==> src/rtl/lamp_shifter.sv <==
// lamp_shifter: serialises the parallel lamp vector MSB-first to a chain of 74HC595-style registers.
//   clk      : system clock, all logic on its rising edge
//   rst      : synchronous active-high reset
//   lamp_in  : parallel lamp vector, MX_LP bits
//   sdo      : serial data, MSB first, changes only while sclk is low
//   sclk     : serial clock, the external register samples sdo on its rise
//   lat      : storage-latch strobe, CLK_DIV cycles after the last bit
//   busy     : high from the first SHIFT cycle to the last LATCH cycle
//   done     : one-cycle pulse in the first IDLE cycle after LATCH
module lamp_shifter #(
   parameter int MX_LP   = 16,
   parameter int CLK_DIV = 2
) (
   input  logic             clk,
   input  logic             rst,
   input  logic [MX_LP-1:0] lamp_in,
   output logic             sdo,
   output logic             sclk,
   output logic             lat,
   output logic             busy,
   output logic             done
);
   localparam int BW = $clog2(MX_LP);
   localparam int DW = CLK_DIV > 1 ? $clog2(CLK_DIV) : 1;
   typedef enum logic [1:0] {IDLE, SHIFT, LATCH} state_t;
   state_t           state_q, state_d;
   logic [MX_LP-1:0] shift_q, shift_d, frame_q, frame_d, last_q, last_d;
   logic [BW-1:0]    bit_q, bit_d;
   logic [DW-1:0]    div_q, div_d;
   logic             phase_q, phase_d, pend_q, pend_d, div_end;
   assign div_end = div_q == DW'(CLK_DIV - 1);
   always_comb begin
      state_d = state_q;
      shift_d = shift_q;
      frame_d = frame_q;
      last_d  = last_q;
      bit_d   = bit_q;
      div_d   = div_q;
      phase_d = phase_q;
      pend_d  = pend_q;
      case (state_q)
         IDLE: if (pend_q || lamp_in != last_q) begin
            shift_d = lamp_in;
            frame_d = lamp_in;
            bit_d   = BW'(MX_LP - 1);
            div_d   = '0;
            phase_d = 1'b0;
            pend_d  = 1'b0;
            state_d = SHIFT;
         end
         SHIFT: begin
            div_d = div_end ? '0 : div_q + 1'b1;
            if (div_end) begin
               phase_d = !phase_q;
               // falling sclk edge: the current bit has been sampled
               if (phase_q) begin
                  if (bit_q == '0) state_d = LATCH;
                  else begin
                     shift_d = shift_q << 1;
                     bit_d   = bit_q - 1'b1;
                  end
               end
            end
         end
         LATCH: begin
            div_d = div_end ? '0 : div_q + 1'b1;
            if (div_end) begin
               last_d  = frame_q;
               state_d = IDLE;
            end
         end
         default: state_d = IDLE;
      endcase
   end
   // outputs are registered from next-state values so they line up with the state they describe
   always_ff @(posedge clk) begin
      if (rst) begin
         state_q <= IDLE;
         shift_q <= '0;
         frame_q <= '0;
         last_q  <= '0;
         bit_q   <= '0;
         div_q   <= '0;
         phase_q <= 1'b0;
         pend_q  <= 1'b1;
         sdo     <= 1'b0;
         sclk    <= 1'b0;
         lat     <= 1'b0;
         busy    <= 1'b0;
         done    <= 1'b0;
      end else begin
         state_q <= state_d;
         shift_q <= shift_d;
         frame_q <= frame_d;
         last_q  <= last_d;
         bit_q   <= bit_d;
         div_q   <= div_d;
         phase_q <= phase_d;
         pend_q  <= pend_d;
         sdo     <= state_d == SHIFT && shift_d[MX_LP-1];
         sclk    <= state_d == SHIFT && phase_d;
         lat     <= state_d == LATCH;
         busy    <= state_d != IDLE;
         done    <= state_q == LATCH && state_d == IDLE;
      end
   end
endmodule

==> config.mk <==
export PLATFORM = sky130hd
export DESIGN_NAME = lamp_shifter
export DESIGN_NICKNAME = d
export VERILOG_FILES = /design/src/rtl/lamp_shifter.sv
export SDC_FILE = /design/constraint.sdc
export NUM_CORES = 1
export LEC_CHECK = 0
export CAP_MARGIN = 20
export CORE_MARGIN = 1
export CORE_UTILIZATION = 44
export CTS_CLUSTER_SIZE = 24
export DETAILED_ROUTE_END_ITERATION = 16
export SYNTH_ARGS = -nofsm -noshare
export SYNTH_HDL_FRONTEND = slang
export SYNTH_SLANG_ARGS = --single-unit
export TNS_END_PERCENT = 20
==> constraint.sdc <==
create_clock -name clk -period 4.1 [get_ports clk]
set_input_delay 0.41 -clock clk [delete_from_list [all_inputs] [get_ports clk]]
set_output_delay 0.41 -clock clk [all_outputs]
set_load 0.01 [all_outputs]
==> results.json, run 1 <==
{
  "num-fill-cells": 613,
  "crit_path_max_fanout": 19,
  "cts_max_level": 3,
  "hold_viol": 0,
  "port_buffers": 22,
  "synth_ff_type": "dfxtp_1",
  "cp-start-kind": "flop",
  "synth_common_cells": "nand2_1, dfxtp_1, a21oi_1",
  "cts_made_buffers": 9,
  "cts_resized": 0,
  "first_iter_violations": 213,
  "synth.most_common_cell": "nand2_1",
  "dp_hpwl_um": 5041,
  "slew_headroom_pct": 28.57,
  "first_pass_iters": 4,
  "n_antenna_cell": 0,
  "fin_cells": 449,
  "rows": 29,
  "cts_tree": "done",
  "rsz0062_at_grt": "no",
  "cts.sinks": 62,
  "syn_avg_cell_area_um2": 8.393,
  "async_flop_share_pct": 0,
  "drc": 0,
  "maxSlewViolCount": 0,
  "setup_viol": 0,
  "status": "finished, final reports clean",
  "ys_top_cells_by_area": "dfxtp_1, nand2_1, o21bai_1, a21oi_1, o211ai_1",
  "cpMostUsedCell": "inv_1",
  "min_path_type": "flop to flop",
  "drive_gt1_share_pct": 8.065,
  "wl_per_cell_um": 17.23,
  "placed_cells": 433,
  "pwr_density_cell_nw_per_um2": 399.0,
  "final_nets": 390,
  "rrSetupSlack_ns": 1.42,
  "via_count": 2683,
  "clk_path_buf_depth": 2,
  "synth_area_leader_cell": "dfxtp_1",
  "p_leak_nw": 1.173,
  "drt-total-wl_um": 7737,
  "grt_usage_pct": 22.99,
  "cp_top_family": "simple AND/OR/NAND/NOR gates",
  "die_w_um": 84.41,
  "fin_crit_sh_pct": 65.31,
  "syn-num-nets": 379,
  "antenna_left": 0,
  "fmax_mhz": 373.4,
  "initial_core_util_pct": 46.26,
  "cts_root_buf": "clkbuf_8",
  "flow.area_growth_from_synthesis_pct": 13.90,
  "grt_start_max_net_pins": 45,
  "clk_pin_slew_ns": 0.07,
  "fin_setup_tns_ns": 0,
  "io_pins": 23,
  "cp.arrival_ns": 2.90,
  "ys_seq_elements": 62,
  "hold_buffers": 0,
  "slowest_delay_ns": 0.90,
  "routabilityCongestion": 0.7534,
  "routed_via_density": 5.976,
  "finalClockSkew_ns": 0.008755,
  "synth_edf_count": 0,
  "synthCells": 356,
  "crit_path_cell_trace": "inv_1 > ha_1 > inv_1 > a31oi_4 > nor2_1 > o21ai_1 > a22o_1",
  "peakVddDrop_uv": 277.4,
  "yosys.area.top_type_share_pct": 41.54,
  "grt_pass1_vias": 2459,
  "syn-cell-area_um2": 2988,
  "netlist-cell-type-count": 55,
  "post-cts-setup-buffer-count": 0,
  "antenna_found_initial": 0,
  "grt_pass1_wl_um": 12890,
  "end_kind": "flop",
  "yosysSeqAreaShare_pct": 41.54,
  "core_area_um2": 6459,
  "fp.dieH_um": 84.41,
  "die_area_um2": 7124,
  "worstSetupPathType": "flop to flop",
  "critical-path-slowest-cell": "nor2_1",
  "yosysWarnings": 0,
  "worst_slew_pin_slew_ns": 1.068,
  "critPathBufInv": 2,
  "fin_crit_ns": 2.678,
  "overflow": 0,
  "crit_required_ns": 4.32,
  "cap_viol_max_count": 0,
  "insertion_delay_ns": 0.33
}
## final timing paths
| kind | startpoint | to | depth (start not counted) |
|---|---|---|---|
| max | state_q[1]$_SDFF_PP0_ | bit_q[0]$_SDFFE_PP0P_ | 7 |
| max reg2reg | state_q[1]$_SDFF_PP0_ | bit_q[0]$_SDFFE_PP0P_ | 7 |
| min | frame_q[15]$_SDFFE_PP0P_ | last_q[15]$_SDFFE_PP0P_ | 2 |
| min reg2reg | frame_q[15]$_SDFFE_PP0P_ | last_q[15]$_SDFFE_PP0P_ | 2 |
## cell type report
class / count / area (um2) / area share, %
timing repair buffer: 28 / 265.3 / 7.794
sequential: 62 / 1241 / 36.47
clock buffer: 10 / 137.6 / 4.044
tap: 77 / 96.34 / 2.831
inverter: 12 / 45.04 / 1.324
multi-input combinational: 254 / 1580 / 46.43
clock inverter: 6 / 37.54 / 1.103
## sequential cells by signal (all words and copies together), names as in the netlist
name     count
phase_q      1
bit_q        4
div_end      1
busy         1
sdo          1
lat          1
frame_q     16
pend_q       1
sclk         1
shift_q     16
done         1
last_q      16
state_q      2
## through the flow
| step | worst slack [ns] | area (um2) | hold slack (ns) | util (%) | total power, mW |
|---|---|---|---|---|---|
| floorplan | 2.155 | 2988 | 0.4206 | - | 0.8206 |
| detailed placement | 1.223 | 3228 | 0.4377 | 49.98 | 0.8903 |
| global route | 1.285 | 3403 | 0.4640 | 52.69 | 1.425 |
| finish | 1.422 | 3403 | 0.4528 | 52.69 | 1.358 |
| global placement | 1.263 | 3228 | 0.4367 | 49.98 | 0.8869 |
| CTS | 1.507 | 3403 | 0.4532 | 52.69 | 1.369 |
## power by group
| part | internal, mW | switching [mW] | total (mW) |
|---|---|---|---|
| logic | 0.0913 | 0.117 | 0.209 |
| registers | 0.644 | 0.0269 | 0.670 |
| clock network | 0.232 | 0.247 | 0.479 |
| total | 0.967 | 0.391 | 1.36 |
## logic make-up after synthesis
kind of cell	Yosys count	synth area share [%]
XOR/XNOR	13	3.811
AO/OA/AOI/OAI	120	28.39
adder cells (fa/ha/maj)	5	2.094
flip-flops	62	41.54
buffers and inverters	40	5.569
AND/OR/NAND/NOR	111	16.88
multiplexers	5	1.717
## worst register-to-register path, stage by stage, from the launching register on
cell,delay [ns]
dfxtp_1,0.36
inv_1,0.09
ha_1,0.35
inv_1,0.30
a31oi_4,0.17
nor2_1,0.90
o21ai_1,0.16
a22o_1,0.25
## per-layer routing
metal | up-vias | GRT usage [%] | share of wire [%]
met5 | - | 0 | 0
met4 | 0 | 7.396 | 0.79
met3 | 6 | 3.540 | 4.5
met2 | 75 | 33.76 | 43
met1 | 1275 | 34.45 | 51
li1 | 1327 | - | -
## placed cells by master, fill, tap and decap left out, drive strengths merged, types with 3 or more instances in the layout
cell,n
nand2,74
dfxtp,62
a21oi,22
clkdlybuf4s50,22
a31oi,16
o21bai,15
o22ai,15
o211ai,14
o311ai,14
inv,11
clkbuf,10
nor2,10
xor2,7
o21ai,7
xnor2,6
buf,6
nor3,5
ha,5
and3,4
mux2i,4
clkinv,4
nand3,3
clkinvlp,3
o31ai,3
Note: power is estimated with default switching activity, not from simulation.
==> run 2: changes to the inputs <==
clock period = 2.55 ns   (was 4.1 ns; I/O delays follow)
==> results.json, run 2 (synthesized netlist as in run 1, its figures left out) <==
{
  "antenna_found_initial": 0,
  "clk_pin_slew_ns": 0.07,
  "drive_gt1_share_pct": 11.11,
  "p_leak_nw": 1.260,
  "cts_max_level": 3,
  "crit_path_max_fanout": 10,
  "drc": 0,
  "first_iter_violations": 169,
  "status": "finished, final reports clean",
  "io_pins": 23,
  "grt_pass1_wl_um": 12740,
  "grt_start_max_net_pins": 26,
  "final_nets": 405,
  "final_area_um2": 3542,
  "flow.area_growth_from_synthesis_pct": 18.55,
  "top_regs": "frame_q (16), last_q (16), shift_q (16)",
  "end_kind": "flop",
  "pwr_density_cell_nw_per_um2": 654.1,
  "cp.arrival_ns": 2.35,
  "cts.sinks": 62,
  "cts_tree": "done",
  "cp-start-kind": "flop",
  "insertion_delay_ns": 0.34,
  "fin_cells": 464,
  "die_area_um2": 7124,
  "final_cell_mix": "nand2_1, dfxtp_1, a21oi_1, clkdlybuf4s50_1, buf_4",
  "crit_path_cell_trace": "inv_1 > ha_1 > inv_1 > or4_1 > buf_4 > o311ai_1 > a31oi_1",
  "finalClockSkew_ns": 0.009718,
  "worst_slew_pin_slew_ns": 0.7057,
  "report.power.total_mw": 2.317,
  "maxSlewViolCount": 0,
  "final_core_util_pct": 54.84,
  "slew_headroom_pct": 52.95,
  "hold_viol": 0,
  "hold_buffers": 0,
  "wl_per_cell_um": 16.75,
  "fp.dieH_um": 84.41,
  "setup_viol": 0,
  "post-cts-setup-buffer-count": 0,
  "n_antenna_cell": 0,
  "fin_crit_ns": 2.147,
  "first_pass_iters": 4,
  "cts_root_buf": "clkbuf_8",
  "cts_resized": 0,
  "rows": 29,
  "cp_top_family": "simple AND/OR/NAND/NOR gates",
  "clk_path_buf_depth": 2,
  "slowest_delay_ns": 0.71,
  "antenna_left": 0,
  "die_w_um": 84.41,
  "layout_commonest_cell": "nand2_1",
  "via_count": 2710,
  "placed_cells": 448,
  "rsz0062_at_grt": "no",
  "peakVddDrop_uv": 357.0,
  "core_area_um2": 6459,
  "grt_pass1_vias": 2464,
  "routed_via_density": 5.841,
  "cap_viol_max_count": 0,
  "initial_core_util_pct": 46.26,
  "fin_setup_tns_ns": 0,
  "crit_required_ns": 2.76,
  "worstSetupPathType": "flop to flop",
  "dp_hpwl_um": 5260,
  "critical-path-slowest-cell": "or4_1",
  "critPathBufInv": 3,
  "grt_usage_pct": 22.96,
  "min_path_type": "flop to flop",
  "port_buffers": 22,
  "place_area_um2": 3341,
  "routabilityCongestion": 0.7814,
  "cpMostUsedCell": "inv_1",
  "overflow": 0,
  "drt-total-wl_um": 7773,
  "fmax_mhz": 465.7,
  "cts_made_buffers": 9,
  "fin_crit_sh_pct": 84.21
}
run 2: cell count changes in the layout (fill, tap and decap cells not counted), sizes merged:
cell,previous run,this run
clkbuf,10,13
clkinv,4,2
bufinv,0,1
buf,6,21
clkinvlp,3,1
run 2: final timing paths:
path,startpoint,endpoint,slack (ns),cells after the start
max,state_q[0]$_SDFF_PP0_,shift_q[10]$_SDFFE_PP0P_,0.40,7
min,frame_q[12]$_SDFFE_PP0P_,last_q[12]$_SDFFE_PP0P_,0.45,2
max reg2reg,state_q[0]$_SDFF_PP0_,shift_q[10]$_SDFFE_PP0P_,0.40,7
min reg2reg,frame_q[12]$_SDFFE_PP0P_,last_q[12]$_SDFFE_PP0P_,0.45,2
run 2: worst register-to-register path: cells and delay by family, from the launching register on:
| kind | cells | cell delay [ns] |
|---|---|---|
| compound gates | 2 | 0.31 |
| fa+ha+maj | 1 | 0.21 |
| buf+inv | 3 | 0.43 |
| flops | 1 | 0.37 |
| simple gates | 1 | 0.71 |
run 2: stage by stage:
step / setup WS [ns] / hold slack [ns]
floorplan: 0.6049 / 0.3971
global placement: 0.08896 / 0.4360
detailed placement: 0.09403 / 0.4408
CTS: 0.4135 / 0.4538
global route: 0.2750 / 0.4721
finish: 0.4026 / 0.4479
run 2: cell type report:
cell class	count	area (um2)
Fill cell	630	2917
Multi-Input combinational cell	254	1580
Sequential cell	62	1241
Timing Repair Buffer	43	377.9
Clock buffer	13	158.9
Tap cell	77	96.34
Inverter	12	45.04
Clock inverter	3	42.54
run 2: routing by layer:
layer,up-vias,GRT usage (%),wire length (um)
li1,1352,-,-
met1,1267,32.28,3816
met2,78,34.58,3416
met3,13,5.998,439
met4,0,7.088,102
met5,-,0,0
run 2: power by group:
group / total, mW / internal [mW] / switching, mW
combinational: 0.349 / 0.160 / 0.189
clock: 0.890 / 0.504 / 0.386
sequential: 1.08 / 1.03 / 0.0430
==> run 3: changes to the inputs <==
clock period = 2.1 ns   (was 2.55 ns; I/O delays follow)
==> results.json, run 3 (synthesized netlist as in run 1, its figures left out) <==
{
  "status": "finished, final reports clean",
  "fin_crit_sh_pct": 95.69,
  "whs_ns": 0.4518,
  "rrSetupSlack_ns": 0.10,
  "grt_pass1_vias": 2571,
  "reg2reg_depth": 7,
  "rows": 29,
  "slowest_delay_ns": 0.53,
  "seqCellArea_um2": 1241,
  "num-fill-cells": 602,
  "routabilityCongestion": 0.8211,
  "grt_start_max_net_pins": 24,
  "worst_slew_pin_slew_ns": 0.6080,
  "antenna_left": 0,
  "rsz0062_at_grt": "yes",
  "grt_usage_pct": 23.65,
  "clk_pin_slew_ns": 0.08,
  "cp_top_family": "buffers and inverters",
  "initial_core_util_pct": 46.26,
  "first_iter_violations": 214,
  "post-cts-setup-buffer-count": 0,
  "hold_end": "last_q[9]$_SDFFE_PP0P_",
  "core_area_um2": 6459,
  "min_from": "frame_q[9]$_SDFFE_PP0P_",
  "crit_path_max_fanout": 16,
  "worstSetupPathType": "input pin to flop",
  "antenna_found_initial": 0,
  "maxSlewViolCount": 0,
  "cts.sinks": 62,
  "overflow": 0,
  "final_cell_mix": "nand2_1, dfxtp_1, buf_4",
  "critPathBufInv": 2,
  "die_area_um2": 7124,
  "die_w_um": 84.41,
  "port_buffers": 22,
  "pre_cts_slack_ns": -0.2884,
  "clk_path_buf_depth": 2,
  "drc": 0,
  "via_count": 2767,
  "p_leak_nw": 1.376,
  "routed_via_density": 5.693,
  "first_pass_iters": 4,
  "io_pins": 23,
  "finalClockSkew_ns": 0.009075,
  "cap_viol_max_count": 0,
  "timing.rr.end": "bit_q[1]$_SDFFE_PP0P_",
  "drive_gt1_share_pct": 17.85,
  "final_nets": 427,
  "dp_hpwl_um": 5470,
  "drt-total-wl_um": 7962,
  "fin_crit_ns": 2.010,
  "hold_depth": 2,
  "cts_made_buffers": 9,
  "hold_viol": 0,
  "cts_root_buf": "clkbuf_8",
  "cts_tree": "done",
  "r2r-start": "state_q[1]$_SDFF_PP0_",
  "top_regs": "frame_q (16), last_q (16), shift_q (16)",
  "multi_input_area_um2": 1619,
  "setup_viol": 0,
  "n_antenna_cell": 0,
  "flow.area_growth_from_synthesis_pct": 25.54,
  "slew_headroom_pct": 59.37,
  "cp-start-kind": "input pin",
  "end_kind": "flop",
  "wl_per_cell_um": 16.38,
  "cp.arrival_ns": 2.24,
  "min_path_type": "flop to flop",
  "grt_pass1_wl_um": 13170,
  "cts_max_level": 3,
  "peakVddDrop_uv": 430.2,
  "fp.dieH_um": 84.41,
  "crit_required_ns": 2.33,
  "insertion_delay_ns": 0.34,
  "layout_commonest_cell": "nand2_1",
  "layout_setup_ws_ns": 0.09047,
  "critical-path-slowest-cell": "or4_1",
  "fmax_mhz": 497.6,
  "crit_path_cell_trace": "clkdlybuf4s50_1 > xnor2_1 > o2111ai_1 > or4_1 > buf_6 > o21ai_2 > mux2_1",
  "pwr_density_cell_nw_per_um2": 745.8
}
run 3: area by class of cell:
class	instances	share of cell area, %
clock buffers	13	4.503
repair buffers	65	15.01
multi-input cells	254	43.16
flip-flops and latches	62	33.09
inverters	12	1.201
clock inverters	3	0.4670
well taps	77	2.568
run 3: routing by layer:
metal | wire length, um | share of wire (%) | global-route usage (%)
met1 | 4008 | 50 | 34.72
met2 | 3508 | 44 | 35.02
met3 | 362 | 4.5 | 5.113
met4 | 83 | 1.0 | 6.471
met5 | 0 | 0 | 0
run 3: where the power goes:
part	internal, mW	switching [mW]	leakage, nW
clock network	0.522	0.481	0.0954
registers	1.26	0.0512	0.510
logic	0.239	0.248	0.771
run 3: how the worst max path moves through the flow:
stage	startpoint	endpoint	cells after the start	slack, ns
2_1_floorplan	state_q[0]$_SDFF_PP0_	bit_q[1]$_SDFFE_PP0P_	7	0.15
3_3_place_gp	lamp_in[12]	bit_q[1]$_SDFFE_PP0P_	7	-0.22
3_5_place_dp	lamp_in[12]	bit_q[1]$_SDFFE_PP0P_	7	-0.29
4_1_cts	bit_q[0]$_SDFFE_PP0P_	sdo$_SDFF_PP0_	9	0.04
5_1_grt	lamp_in[12]	bit_q[1]$_SDFFE_PP0P_	7	-0.01
6_report	lamp_in[12]	bit_q[1]$_SDFFE_PP0P_	7	0.09
run 3: worst min-delay path, delay by kind of cell, from the launching register on:
kind / cells / cell delay, ns
DFF: 1 / 0.31
and+or+nand+nor: 1 / 0.05
AOI/OAI and AO/OA: 1 / 0.05
run 3: repair_timing:
item | CTS | global route
hold buffers | 0 | 0
resized for setup | 2 | 12
endpoints found under the setup margin | 13 | 23
pin swaps | 0 | 1
run 3: through the flow:
step	setup TNS (ns)	instances	util, %	total power, mW	area (um2)
floorplan	0	356	-	1.602	2988
global placement	-4.523	470	54.47	1.799	3518
detailed placement	-5.901	470	54.47	1.806	3518
CTS	0	486	57.46	2.799	3711
global route	-0.01072	486	58.08	2.928	3751
finish	0	486	58.08	2.798	3751
